==> src/rtl/acu_sequencer.sv <==
// acu_sequencer: round-robin arbiter and load sequencer for the 16-bit ACU.
// A granted requester's address is written through the ACU's byte interface
// (low byte, then high byte unless the ACU already holds it), after which
// acu_oe is held for HOLD cycles and the requester gets a done pulse.
module acu_sequencer #(
    parameter int HOLD = 2
) (
    input  logic        clk,
    input  logic        rst,
    input  logic        req0,
    input  logic [15:0] addr0,
    output logic        gnt0,
    output logic        done0,
    input  logic        req1,
    input  logic [15:0] addr1,
    output logic        gnt1,
    output logic        done1,
    output logic [7:0]  acu_d,
    output logic        acu_wl,
    output logic        acu_wh,
    output logic        acu_oe,
    output logic        busy
);

    typedef enum logic [1:0] {
        IDLE = 2'd0,
        LO   = 2'd1,
        HI   = 2'd2,
        DRV  = 2'd3
    } state_t;

    // Final value of the hold counter; done is raised in the cycle it is reached.
    localparam logic [3:0] CNT_LAST = 4'(HOLD - 1);

    state_t      state;
    logic [3:0]  cnt;
    logic [15:0] cap;
    logic [7:0]  hi_shadow;
    logic        hi_valid;
    logic        last;
    logic        owner;

    logic        any_req;
    logic        pick;
    logic        skip_hi;
    logic [3:0]  cnt_nxt;

    // Arbitration and next-step decisions derived from current requests and state.
    always_comb begin
        any_req = req0 | req1;
        // On a tie the requester that did not win last time is chosen.
        pick    = (req0 && req1) ? ~last : req1;
        skip_hi = hi_valid && (hi_shadow == cap[15:8]);
        cnt_nxt = cnt + 4'd1;
    end

    // Sequencer FSM; every output is registered alongside the state it belongs to.
    always_ff @(posedge clk) begin
        if (rst) begin
            state    <= IDLE;
            cnt      <= 4'd0;
            hi_valid <= 1'b0;
            last     <= 1'b1;
            owner    <= 1'b0;
            gnt0     <= 1'b0;
            gnt1     <= 1'b0;
            done0    <= 1'b0;
            done1    <= 1'b0;
            acu_d    <= 8'h00;
            acu_wl   <= 1'b0;
            acu_wh   <= 1'b0;
            acu_oe   <= 1'b0;
            busy     <= 1'b0;
        end else begin
            case (state)
                IDLE: begin
                    if (any_req) begin
                        state  <= LO;
                        owner  <= pick;
                        last   <= pick;
                        gnt0   <= ~pick;
                        gnt1   <= pick;
                        cap    <= pick ? addr1 : addr0;
                        acu_d  <= pick ? addr1[7:0] : addr0[7:0];
                        acu_wl <= 1'b1;
                        busy   <= 1'b1;
                    end
                end
                LO: begin
                    acu_wl <= 1'b0;
                    cnt    <= 4'd0;
                    if (skip_hi) begin
                        // ACU already holds this high byte: go straight to drive.
                        state  <= DRV;
                        acu_d  <= 8'h00;
                        acu_oe <= 1'b1;
                        done0  <= ~owner && (CNT_LAST == 4'd0);
                        done1  <= owner && (CNT_LAST == 4'd0);
                    end else begin
                        state  <= HI;
                        acu_d  <= cap[15:8];
                        acu_wh <= 1'b1;
                    end
                end
                HI: begin
                    acu_wh    <= 1'b0;
                    hi_shadow <= cap[15:8];
                    hi_valid  <= 1'b1;
                    state     <= DRV;
                    acu_d     <= 8'h00;
                    acu_oe    <= 1'b1;
                    cnt       <= 4'd0;
                    done0     <= ~owner && (CNT_LAST == 4'd0);
                    done1     <= owner && (CNT_LAST == 4'd0);
                end
                DRV: begin
                    if (cnt == CNT_LAST) begin
                        state  <= IDLE;
                        cnt    <= 4'd0;
                        acu_oe <= 1'b0;
                        gnt0   <= 1'b0;
                        gnt1   <= 1'b0;
                        done0  <= 1'b0;
                        done1  <= 1'b0;
                        busy   <= 1'b0;
                    end else begin
                        cnt   <= cnt_nxt;
                        done0 <= ~owner && (cnt_nxt == CNT_LAST);
                        done1 <= owner && (cnt_nxt == CNT_LAST);
                    end
                end
                default: state <= IDLE;
            endcase
        end
    end

endmodule

==> config.mk <==
export PLATFORM = sky130hd
export DESIGN_NAME = acu_sequencer
export DESIGN_NICKNAME = d
export VERILOG_FILES = /design/src/rtl/acu_sequencer.sv
export SDC_FILE = /design/constraint.sdc
export NUM_CORES = 1
export LEC_CHECK = 0
export ABC_AREA = 1
export ABC_CLOCK_PERIOD_IN_PS = 4280
export CAP_MARGIN = 30
export CORE_MARGIN = 3
export CORE_UTILIZATION = 50
export CTS_CLUSTER_DIAMETER = 60
export DETAILED_ROUTE_END_ITERATION = 16
export HOLD_SLACK_MARGIN = 0.1
export PLACE_DENSITY = 0.91
export SYNTH_ARGS = -nofsm -noshare
export SYNTH_HDL_FRONTEND = slang
export SYNTH_SLANG_ARGS = --single-unit
==> constraint.sdc <==
create_clock -name clk -period 4.28 [get_ports clk]
set_clock_uncertainty 0.2 [all_clocks]
set_input_delay 0.642 -clock clk [delete_from_list [all_inputs] [get_ports clk]]
set_output_delay 0.642 -clock clk [all_outputs]
set_load 0.02 [all_outputs]
After elaboration in Yosys (flattened, before gate mapping)

Cells that the tools add are included.

Bits of input ports: 36
Word-level logic and storage cells: 83
Bits in registers: 49
ROM bits: 0
RAM bits: 0
Latch bits: 0
Memories: 0

Eq/ne operators: 10
$mul: 0
Divide/modulo/power cells: 0
Multiplexer cells: 29
Shifts and indexed selects: 0
$lt $le $gt $ge: 0
Reductions and logical operators: 22
Add/subtract/negate cells: 1
Bitwise logic cells: 5

Operators by type and width:

| cell                                                                   | number |
|---|---|
| 8-bit two-way mux                                                      | 3 |
| 8-bit case mux with 3 select lines                                     | 1 |
| 16-bit two-way mux                                                     | 1 |
| 2-bit AND reduction                                                    | 7 |
| 1-bit two-way mux                                                      | 11 |
| 1-bit case mux with 2 select lines                                     | 5 |
| 1-bit case mux with 3 select lines                                     | 3 |
| 3-bit AND reduction                                                    | 3 |
| 4-bit by 1-bit equality test with 1-bit output (second input constant) | 2 |
| 8-bit equality test                                                    | 1 |
| 2-bit inequality test (second input constant)                          | 4 |
| 2-bit case mux with 4 select lines                                     | 1 |
| 4-bit case mux with 2 select lines                                     | 1 |
| 2-bit nonzero test                                                     | 4 |
| 3-bit nonzero test                                                     | 2 |
| 4-bit by 1-bit adder with 4-bit output (second input constant)         | 1 |
| 2-bit equality test (second input constant)                            | 2 |
| 1-bit logical AND                                                      | 4 |
| 2-bit two-way mux                                                      | 2 |
| 4-bit two-way mux                                                      | 1 |
| 1-bit inverter                                                         | 4 |
| 2-bit by 1-bit equality test with 1-bit output (second input constant) | 1 |
| 2-bit zero test                                                        | 1 |
| 2-bit OR reduction                                                     | 1 |
| 1-bit bitwise OR                                                       | 1 |

Depth between registers and ports, before layout

Gate-level depths: netlist (run 1).

Word-level depth: 5
Mapped depth: 12

Worst setup path before layout (run 1)

OpenSTA, ideal clock, no wires.

Path type: reg-to-reg
Start point: register state[1]
End point: register cap[10], enable pin
Stages on the path, launching flop included: 7
Setup slack: 2.371 ns
Arrival time: 1.339 ns
Path buffers: 0
Required time: 3.710 ns
Cell sequence: dfxtp_1 -> inv_1 -> ha_1 -> inv_1 -> nor2_2 -> inv_2 -> nor2_1

Cells in the longest elaborated chain, start to end: 2

Ends and longest elaborated chain:

| item                                 | line | text |
|---|---|---|
| start, declared                      | 35   | `state_t state;` |
| start signal, assigned               | 60   | `state <= IDLE;` |
| start signal, assigned               | 78   | `state <= LO;` |
| start signal, assigned               | 94   | `state <= DRV;` |
| 2-bit zero test                      | 75   | `case (state)` |
| 3-bit AND reduction (no source line) | n/a  |  |
| end signal, assigned                 | 83   | `cap <= pick ? addr1 : addr0;` |
| end, declared                        | 37   | `logic [15:0] cap;` |

No other way between the ends.
A chain may end at the register's enable or synchronous reset.

Worst setup path after layout (run 1)

Start point: input port req0
End point: register acu_d[0]

Cells in the longest elaborated chain, start to end: 5
Elaborated cells on any way between the ends: 8
Classes of those cells: 1 x eq/ne; 4 x mux; 1 x bitwise; 2 x reduce/logical

Ends and longest elaborated chain:

| item                               | line | text |
|---|---|---|
| start, declared                    | 10   | `input logic req0,` |
| 1-bit logical AND                  | 52   | `pick = (req0 && req1) ? ~last : req1;` |
| 1-bit two-way mux                  | 52   |  |
| 8-bit two-way mux                  | 84   | `acu_d <= pick ? addr1[7:0] : addr0[7:0];` |
| 8-bit two-way mux                  | 77   | `if (any_req) begin` |
| 8-bit case mux with 3 select lines | 75   |  |
| end signal, assigned               | 84   |  |
| end signal, assigned               | 101  | `acu_d <= cap[15:8];` |
| end, declared                      | 18   | `output logic [7:0] acu_d,` |

Parallel ways exist; a longest one is shown, timed or not. The select of a mux whose other input is x is not followed.

==> results of run 1 <==
## worst max-delay path: stages
cell and delay [ns]:
clkdlybuf4s50_1 0.48, nand2_1 0.05, nand2_1 0.40, clkinv_1 0.60, o211ai_1 0.38, a31oi_2 0.12
## metal layers
| metal | part of all wire [%] | track usage (%) | routed length, microns | up-vias |
|---|---|---|---|---|
| li1 | - | - | - | 926 |
| met1 | 44 | 24.9 | 2030 | 816 |
| met2 | 49 | 31.7 | 2270 | 59 |
| met3 | 6.3 | 5.61 | 294 | 9 |
| met4 | 1.4 | 7.66 | 65 | 0 |
| met5 | 0 | 0 | 0 | - |
## sequential cells by signal, indices dropped and copies added (netlist names)
signal,count
acu_d,8
gnt0,1
gnt1,1
done1,1
cap,8
state,2
acu_wl,1
owner,1
hi_valid,1
busy,1
acu_oe,1
done0,1
last,1
hi_shadow,8
acu_wh,1
cnt,4
## Yosys cell counts (all sizes together)
library cell / number / area (sq um)
o211ai: 8 / 60.1
nand4: 9 / 56.3
buf: 4 / 36.3
edfxtp: 16 / 480
inv: 26 / 97.6
o21ai: 13 / 76.3
nor3: 1 / 5.00
bufinv: 1 / 17.5
nor2: 15 / 61.3
a22oi: 1 / 7.51
dfxtp: 25 / 500
clkinv: 1 / 3.75
xor2: 4 / 35.0
or2: 10 / 62.6
a21oi: 15 / 75.1
clkbuf: 3 / 11.3
a31oi: 8 / 56.3
ha: 8 / 100
nand3: 11 / 67.6
o21a: 1 / 7.51
nand2: 67 / 262
## stage by stage
step	total power (uW)	std cells	setup WS, ns	util [%]
5_1_grt	1640	347	1.35	70.4
6_report	1530	347	1.55	70.4
4_1_cts	1530	347	1.55	70.4
3_3_place_gp	1260	339	1.33	68.0
3_5_place_dp	1270	339	1.22	68.0
2_1_floorplan	1060	247	2.37	-
## worst max path at each step
stage / from / to / slack (ns) / cells after the start
2_1_floorplan: state[1] / cap[10] / 2.37 / 6
3_3_place_gp: req0 / acu_d[0] / 1.33 / 6
3_5_place_dp: req0 / acu_d[0] / 1.22 / 6
4_1_cts: req0 / acu_d[0] / 1.55 / 6
5_1_grt: req0 / acu_d[0] / 1.35 / 6
6_report: req0 / acu_d[0] / 1.55 / 6
## logic make-up (layout without fill, tap and decap cells)
kind of cell	Yosys count	after routing	share of synthesized area (%)
AO/OA/AOI/OAI	46	46	13.6
XOR/XNOR	4	4	1.68
adder cells (fa/ha/maj)	8	8	4.81
buffers and inverters	35	87	8.00
flip-flops	41	41	47.2
AND/OR/NAND/NOR	113	113	24.7
## power breakdown
group | internal (uW) | switching [uW]
sequential | 517 | 62.4
combinational | 291 | 407
clock | 131 | 123
## layout make-up
| cell class | instances | area share (%) |
|---|---|---|
| sequential | 41 | 36.4 |
| timing repair buffer | 51 | 19.0 |
| clock buffer | 8 | 3.35 |
| multi-input combinational | 171 | 34.6 |
| inverter | 28 | 4.41 |
| tap | 48 | 2.23 |
## cell usage in the layout, fill, tap and decap left out
| master | netlist | final |
|---|---|---|
| bufinv_8 | 1 | 1 |
| a31oi_1 | 7 | 7 |
| edfxtp_1 | 16 | 16 |
| o21a_1 | 1 | 1 |
| nand3_4 | 1 | 1 |
| a22oi_1 | 1 | 1 |
| clkdlybuf4s50_1 | 0 | 51 |
| o211ai_1 | 8 | 8 |
| or2_1 | 1 | 1 |
| nand2_1 | 65 | 65 |
| clkbuf_8 | 0 | 6 |
| ha_1 | 8 | 8 |
| o21ai_2 | 3 | 3 |
| inv_2 | 1 | 1 |
| clkbuf_1 | 3 | 2 |
| dfxtp_1 | 25 | 25 |
| nor2_2 | 2 | 2 |
| a21oi_1 | 15 | 15 |
| o21ai_0 | 10 | 10 |
| nor3_1 | 1 | 1 |
| nand2_2 | 1 | 1 |
| nand2_4 | 1 | 1 |
| clkinv_1 | 1 | 1 |
| nand3_1 | 10 | 10 |
| a31oi_2 | 1 | 1 |
| nand4_1 | 9 | 9 |
| or2_2 | 9 | 9 |
| xor2_1 | 4 | 4 |
| inv_1 | 25 | 25 |
| nor2_1 | 13 | 13 |
==> impl_metrics.env, run 1 <==
export IMPL_power_per_cell_area_nw_per_um2=569
export IMPL_post_drt_via_cell_ratio=5.22
export IMPL_grt_pass1_vias=1766
export IMPL_start_kind="input pin"
export IMPL_synthesis_yosys_warnings=0
export IMPL_yosys_register_bits=41
export IMPL_timing_hold_worst_endpoint="acu_oe"
export IMPL_syn_nets=291
export IMPL_cts_path_max_buffers=2
export IMPL_leakagePower_uw=0.00110
export IMPL_proportion_of_layout_cells_with_a_drive_suffix_above_1_pct=8.70
export IMPL_fillCellCount=293
export IMPL_required_ns=4.23
export IMPL_flow_area_growth_from_synthesis_pct=29.5
export IMPL_final_hold_violation_count=0
export IMPL_route_detailed_drc=0
export IMPL_worstPathMaxFanout=18
export IMPL_timing_rr_end="acu_d[6]"
export IMPL_antenna_diode_count=0
export IMPL_routed_wl_microns=4660
export IMPL_multi_input_gate_area_in_the_final_layout_sq_um=932
export IMPL_firstDrtPassIters=4
export IMPL_cap_viol_max_count=0
export IMPL_final_min_clock_period_ns=2.73
export IMPL_fin_nets=342
export IMPL_timing_final_crit_share_pct=63.8
export IMPL_dp_hpwl_microns=3430
export IMPL_grt_max_degree=19
export IMPL_floorplan_die_area_sq_um=4970
export IMPL_regToRegStartpoint="state[0]"
export IMPL_ctsHtreeMaxLevel=2
export IMPL_route_vias_total=1810
export IMPL_cts_resized_gates=0
export IMPL_syn_instance_count=247
export IMPL_worst_r2r_setup_slack_ns=1.80
export IMPL_irDropWorstVdd_mv=0.394
export IMPL_min_path_cells=2
export IMPL_postCtsSetupRepairBufs=0
export IMPL_synth_seq_area_share_pct=47.2
export IMPL_synth_cell_area_sq_um=2080
export IMPL_number_of_different_library_cells_in_the_post_synthesis_netlist=31
export IMPL_slew_viol_final=0
export IMPL_std_cell_rows=22
export IMPL_synth_avg_cell_area_sq_um=8.42
export IMPL_postLayoutCellArea_sq_um=2690
export IMPL_tritoncts_clock_tree="done"
export IMPL_setup_viol=0
export IMPL_detailed_place_area_sq_um=2600
export IMPL_globalplace_congestion=0.801
export IMPL_initial_utilization_pct=54.3
export IMPL_ctsRootBufferMaster="clkbuf_8"
export IMPL_initial_antenna_violation_count=0
export IMPL_worstSetupEndpointType="flop"
export IMPL_routedWlPerCell_microns=13.4
export IMPL_timing_hold_worst_class="flop to flop"
export IMPL_cts_sinks=41
export IMPL_clock_latency_ns=0.29
export IMPL_die_x_microns=70.5
export IMPL_worstRegToRegCells=6
export IMPL_grt_setup_unrepaired="no"
export IMPL_clk_pin_slew_ns=0.07
export IMPL_finalSetupTns_ns=0
export IMPL_die_y_microns=70.5
export IMPL_headroom_to_the_max_slew_limit_pct=56.1
export IMPL_grt_usage_pct=19.7
export IMPL_core_area_sq_um=3830
export IMPL_post_cts_hold_buffer_count=0
export IMPL_achievable_frequency_ghz=0.366
export IMPL_status="finished, final reports clean"
export IMPL_global_route_total_overflow=0
export IMPL_hp_start="acu_oe"
export IMPL_buffer_ports_inserted=51
export IMPL_cts_inserted_buffers=5
export IMPL_num_io_pins=52
export IMPL_drt_first_iter_violations=149
export IMPL_grt_pass1_wl_microns=7850
export IMPL_worst_slew_pin_tran_ns=0.656
export IMPL_arrival_ns=2.68
export IMPL_timing_hold_ws_ns=0.263
export IMPL_final_antenna_net_count=0
export IMPL_regArea_sq_um=981
export IMPL_worstSetupPathType="input pin to flop"
(Power assumes the default switching activity.)
==> inputs of run 2 (changes only) <==
--- a/config.mk
+++ b/config.mk
@@ -6,14 +6,14 @@
 export NUM_CORES = 1
 export LEC_CHECK = 0
 export ABC_AREA = 1
-export ABC_CLOCK_PERIOD_IN_PS = 4280
+export ABC_CLOCK_PERIOD_IN_PS = 2300
 export CAP_MARGIN = 30
 export CORE_MARGIN = 3
-export CORE_UTILIZATION = 50
+export CORE_UTILIZATION = 44
 export CTS_CLUSTER_DIAMETER = 60
 export DETAILED_ROUTE_END_ITERATION = 16
 export HOLD_SLACK_MARGIN = 0.1
-export PLACE_DENSITY = 0.91
+export PLACE_DENSITY = 0.86
 export SYNTH_ARGS = -nofsm -noshare
 export SYNTH_HDL_FRONTEND = slang
 export SYNTH_SLANG_ARGS = --single-unit
==> constraint.sdc (replaced) <==
create_clock -name clk -period 2.3 [get_ports clk]
set_clock_uncertainty 0.2 [all_clocks]
set_input_delay 0.345 -clock clk [delete_from_list [all_inputs] [get_ports clk]]
set_output_delay 0.345 -clock clk [all_outputs]
set_load 0.02 [all_outputs]
==> run 2 against run 1 <==
  * Die area is 12% higher
  * Clock-buffer cell count is 1 lower
  * Via count is 1.8% higher
  * Final area is 2.6% higher
  * Total power is 93% higher
  * Sequential cell count stayed put
  * Cell count is 2.9% higher
  * Sequential share of layout area is 0.92 points lower
  * Critical endpoint is now cap[9]
  * Largest cell class unchanged
==> impl_metrics.env, run 2 (same netlist as run 1, synthesis figures left out) <==
export IMPL_fin_nets=348
export IMPL_die_x_microns=74.7
export IMPL_dp_hpwl_microns=3660
export IMPL_ctsHtreeMaxLevel=2
export IMPL_achievable_frequency_ghz=0.489
export IMPL_most_numerous_cell_on_the_critical_path="inv_1"
export IMPL_drt_first_iter_violations=126
export IMPL_antenna_diode_count=0
export IMPL_largest_registers="acu_d x8, cap x8, hi_shadow x8"
export IMPL_most_frequent_standard_cell_in_the_layout_excluding_fill_and_tap_cells="nand2_1"
export IMPL_slew_viol_final=0
export IMPL_grt_setup_unrepaired="no"
export IMPL_initial_antenna_violation_count=0
export IMPL_min_path_cells=2
export IMPL_layout_cells_most_common_list="nand2_1, clkdlybuf4s50_1, inv_1, dfxtp_1, edfxtp_1"
export IMPL_final_hold_violation_count=0
export IMPL_flow_area_growth_from_synthesis_pct=32.9
export IMPL_cts_inserted_buffers=5
export IMPL_leakagePower_uw=0.00114
export IMPL_final_min_clock_period_ns=2.05
export IMPL_worst_slew_pin_tran_ns=0.424
export IMPL_clk_pin_slew_ns=0.08
export IMPL_post_drt_via_cell_ratio=5.16
export IMPL_std_cell_rows=24
export IMPL_core_area_sq_um=4440
export IMPL_clock_latency_ns=0.29
export IMPL_die_y_microns=74.7
export IMPL_required_ns=2.10
export IMPL_floorplan_die_area_sq_um=5590
export IMPL_grt_max_degree=19
export IMPL_routed_wl_microns=4830
export IMPL_setup_viol=0
export IMPL_slowest_delay_ns=0.33
export IMPL_detailed_place_area_sq_um=2650
export IMPL_start_kind="flop"
export IMPL_postCtsSetupRepairBufs=0
export IMPL_worstSetupEndpointType="flop"
export IMPL_cts_sinks=41
export IMPL_final_antenna_net_count=0
export IMPL_headroom_to_the_max_slew_limit_pct=71.5
export IMPL_status="finished, final reports clean"
export IMPL_tritoncts_clock_tree="done"
export IMPL_postLayoutCellArea_sq_um=2760
export IMPL_power_per_cell_area_nw_per_um2=1070
export IMPL_grt_pass1_vias=1831
export IMPL_globalplace_congestion=0.915
export IMPL_crit_path_cell_trace="inv_1 -> ha_1 -> inv_1 -> nor2_2 -> inv_2 -> nor2_1 -> buf_4"
export IMPL_timing_final_crit_share_pct=89.0
export IMPL_grt_usage_pct=18.9
export IMPL_cap_viol_max_count=0
export IMPL_timing_hold_worst_class="flop to flop"
export IMPL_grt_pass1_wl_microns=8050
export IMPL_firstDrtPassIters=4
export IMPL_route_detailed_drc=0
export IMPL_initial_utilization_pct=46.8
export IMPL_finalSetupTns_ns=0
export IMPL_worstPathMaxFanout=8
export IMPL_buffer_ports_inserted=51
export IMPL_proportion_of_layout_cells_with_a_drive_suffix_above_1_pct=10.8
export IMPL_routedWlPerCell_microns=13.5
export IMPL_global_route_total_overflow=0
export IMPL_irDropWorstVdd_mv=0.582
export IMPL_cts_path_max_buffers=2
export IMPL_ctsRootBufferMaster="clkbuf_8"
export IMPL_worstSetupPathType="flop to flop"
export IMPL_num_io_pins=52
export IMPL_fillCellCount=387
export IMPL_arrival_ns=1.85
export IMPL_route_vias_total=1843
export IMPL_worstRegToRegCells=7
export IMPL_worst_path_max_delay_cell="dfxtp_1"
==> run 2: cell count changes in the layout (fill, tap and decap cells not counted) <==
| cell | before | now |
|---|---|---|
| buf_4 | 0 | 6 |
| clkbuf_1 | 2 | 1 |
| clkbuf_16 | 0 | 1 |
| clkbuf_8 | 6 | 5 |
| clkinv_2 | 0 | 1 |
| o21ai_2 | 3 | 2 |
| o21ai_4 | 0 | 1 |
==> run 2: worst paths after layout <==
check	start	end	slack, ns
hold / removal	hi_valid	hi_valid	0.27
setup / recovery	state[1]	cap[9]	0.25
setup reg to reg	state[1]	cap[9]	0.25
hold reg to reg	hi_valid	hi_valid	0.27
==> run 2: layer usage <==
| metal | routed length [microns] | track usage [%] |
|---|---|---|
| met1 | 1990 | 22.5 |
| met2 | 2450 | 31.3 |
| met3 | 214 | 5.34 |
| met4 | 176 | 9.09 |
| met5 | 0 | 0 |
==> run 2: cell type report <==
class | instances | area [sq um] | area share, %
clock inverter | 1 | 5.00 | 0.181
multi-input combinational | 171 | 940 | 34.0
timing repair buffer | 57 | 556 | 20.1
sequential | 41 | 981 | 35.5
tap | 52 | 65.1 | 2.36
inverter | 28 | 119 | 4.30
clock buffer | 7 | 97.6 | 3.53
==> run 2: worst max-delay path: cells and delay by family, from the launching register on <==
family / cells / cell delay, ns
buffers and inverters: 4 / 0.54
and+or+nand+nor: 2 / 0.35
DFF: 1 / 0.33
adders and majority gates: 1 / 0.32
==> run 2: repair_timing <==
item                                    in CTS  in global routing
hold buffers                                 0                  0
endpoints found under the setup margin       0                  1
gates resized for setup                      0                  1
==> run 2: metrics by stage <==
step	cells	hold slack, ns	util (%)	total power, uW	setup slack, ns
finish	357	0.265	62.2	2960	0.253
floorplan	247	0.214	-	1980	0.391
CTS	357	0.265	62.0	2940	0.178
global placement	349	0.251	59.7	2370	0.263
global route	357	0.296	62.2	3160	0.106
detailed placement	349	0.253	59.7	2420	0.180
==> run 2: where the power goes <==
part / leakage [uW] / switching, uW / internal [uW]
Sequential: 0.000354 / 119 / 961
Clock: 0.0000534 / 245 / 278
Combinational: 0.000736 / 777 / 580
==> inputs of run 3 (changes only) <==
--- a/config.mk
+++ b/config.mk
@@ -14,6 +14,7 @@
 export DETAILED_ROUTE_END_ITERATION = 16
 export HOLD_SLACK_MARGIN = 0.1
 export PLACE_DENSITY = 0.86
+export SETUP_SLACK_MARGIN = 0.15
 export SYNTH_ARGS = -nofsm -noshare
 export SYNTH_HDL_FRONTEND = slang
 export SYNTH_SLANG_ARGS = --single-unit
==> run 3 against run 2 <==
  * Via count is 1.1% lower
  * Die area stayed put
  * Wire length is 0.21% higher
  * Clock-buffer cell count stayed put
  * Critical endpoint is now acu_d[2]
  * Hold slack better by 0.00051 ns
  * Highest routed layer unchanged
  * Largest cell class unchanged
==> impl_metrics.env, run 3 (same netlist as run 1, synthesis figures left out) <==
export IMPL_clk_pin_slew_ns=0.08
export IMPL_regToRegStartpoint="state[0]"
export IMPL_finalSetupTns_ns=0
export IMPL_clock_latency_ns=0.29
export IMPL_cts_path_max_buffers=2
export IMPL_multi_input_gate_area_in_the_final_layout_sq_um=942
export IMPL_worst_path_max_delay_cell="dfxtp_1"
export IMPL_worstSetupPathType="flop to flop"
export IMPL_fillCellCount=386
export IMPL_dp_hpwl_microns=3660
export IMPL_final_min_clock_period_ns=2.00
export IMPL_initial_antenna_violation_count=0
export IMPL_flow_area_growth_from_synthesis_pct=33.0
export IMPL_final_core_util_pct=62.2
export IMPL_power_uw=2960
export IMPL_die_y_microns=74.7
export IMPL_std_cell_rows=24
export IMPL_p_int_uw=1820
export IMPL_dpl_cell_count=349
export IMPL_drt_first_iter_violations=117
export IMPL_worst_setup_path_endpoint="acu_d[2]"
export IMPL_regArea_sq_um=981
export IMPL_setup_viol=0
export IMPL_proportion_of_layout_cells_with_a_drive_suffix_above_1_pct=11.1
export IMPL_final_instance_count_excl_fill=357
export IMPL_globalplace_congestion=0.915
export IMPL_tritoncts_clock_tree="done"
export IMPL_detailedPlace_worstSlack_ns=0.180
export IMPL_firstDrtPassIters=4
export IMPL_grt_pass1_wl_microns=8050
export IMPL_postCtsSetupRepairBufs=0
export IMPL_pwr_share_clk_pct=17.6
export IMPL_buffer_ports_inserted=51
export IMPL_cp_num_buf_inv=2
export IMPL_cap_viol_max_count=0
export IMPL_post_cts_hold_buffer_count=0
export IMPL_crit_path_cell_trace="inv_1 -> ha_1 -> bufinv_8 -> o21ai_4 -> o21ai_0 -> a31oi_1"
export IMPL_timing_hold_worst_class="flop to flop"
export IMPL_route_vias_total=1822
export IMPL_grt_setup_unrepaired="no"
export IMPL_final_hold_violation_count=0
export IMPL_ctsRootBufferMaster="clkbuf_8"
export IMPL_worstSetupEndpointType="flop"
export IMPL_largest_registers="acu_d x8, cap x8, hi_shadow x8"
export IMPL_cpLargestDelayFamily="compound AO/OA/AOI/OAI gates"
export IMPL_global_route_total_overflow=0
export IMPL_irDropWorstVdd_mv=0.582
export IMPL_comb_power_share_pct=46.0
export IMPL_cts_resized_gates=0
export IMPL_worstRegToRegCells=6
export IMPL_grt_usage_pct=18.9
export IMPL_fin_nets=348
export IMPL_grt_pass1_vias=1831
export IMPL_worst_slew_pin_tran_ns=0.430
export IMPL_slew_viol_final=0
export IMPL_routed_wl_microns=4840
export IMPL_post_drt_via_cell_ratio=5.10
export IMPL_num_io_pins=52
export IMPL_final_antenna_net_count=0
export IMPL_p_sw_uw=1140
export IMPL_worst_r2r_setup_slack_ns=0.30
export IMPL_routedWlPerCell_microns=13.5
export IMPL_start_kind="flop"
export IMPL_timing_final_crit_share_pct=87.0
export IMPL_ctsHtreeMaxLevel=2
export IMPL_floorplan_die_area_sq_um=5590
export IMPL_route_detailed_drc=0
export IMPL_core_area_sq_um=4440
export IMPL_status="finished, final reports clean"
export IMPL_grt_max_degree=19
export IMPL_die_x_microns=74.7
export IMPL_cts_sinks=41
export IMPL_timing_critical_path_from="state[0]"
export IMPL_power_per_cell_area_nw_per_um2=1070
export IMPL_timing_final_ws_setup_ns=0.300
export IMPL_initial_utilization_pct=46.8
export IMPL_netSwitchingFraction_pct=38.5
export IMPL_required_ns=2.31
export IMPL_achievable_frequency_ghz=0.500
export IMPL_cts_inserted_buffers=5
export IMPL_seqPwrFrac_pct=36.4
export IMPL_antenna_diode_count=0
export IMPL_headroom_to_the_max_slew_limit_pct=71.4
export IMPL_timing_rr_end="acu_d[2]"
export IMPL_most_frequent_standard_cell_in_the_layout_excluding_fill_and_tap_cells="nand2_1"
export IMPL_path_depth=6
export IMPL_arrival_ns=2.01
export IMPL_slowest_delay_ns=0.40
export IMPL_layout_cells_most_common_list="nand2_1, clkdlybuf4s50_1, inv_1, dfxtp_1, edfxtp_1"
export IMPL_worstPathMaxFanout=16
export IMPL_leakagePower_uw=0.00114
run 3: area by class of cell:
type	count	area share, %
well taps	52	2.35
inverters	28	4.30
multi-input cells	171	34.1
flip-flops and latches	41	35.5
clock inverters	1	0.181
repair buffers	57	20.1
clock buffers	7	3.53
run 3: worst min path at each step:
stage,startpoint,to,slack [ns],cells after the start
2_1_floorplan,rst,cnt[2],0.21,1
3_3_place_gp,hi_valid,hi_valid,0.25,2
3_5_place_dp,hi_valid,hi_valid,0.25,2
4_1_cts,hi_valid,hi_valid,0.26,2
5_1_grt,busy,busy,0.30,2
6_report,hi_valid,hi_valid,0.27,2
run 3: through the flow:
stage | hold slack (ns) | area [sq um]
4_1_cts | 0.265 | 2760
5_1_grt | 0.296 | 2770
6_report | 0.266 | 2770
2_1_floorplan | 0.214 | 2080
3_5_place_dp | 0.253 | 2650
3_3_place_gp | 0.251 | 2650
run 3: metal layers:
metal  wire [microns]  global-route usage (%)  part of all wire, %  vias up
li1                 -                       -                    -      935
met1             2010                    22.5                   42      827
met2             2460                    31.3                   51       45
met3              218                    5.34                  4.5       15
met4              147                    9.09                  3.0        0
met5                0                       0                    0        -
run 3: worst reg2reg max path: stages, from the launching register on:
cell	delay [ns]
dfxtp_1	0.40
inv_1	0.10
ha_1	0.31
bufinv_8	0.20
o21ai_4	0.38
o21ai_0	0.14
a31oi_1	0.19
run 3: power groups by stage:
stage | logic, uW | clock network, uW | registers, uW
5_1_grt | 1510 | 556 | 1100
3_5_place_dp | 1330 | 0 | 1090
4_1_cts | 1330 | 530 | 1080
3_3_place_gp | 1280 | 0 | 1090
6_report | 1360 | 522 | 1080
2_1_floorplan | 801 | 0 | 1180
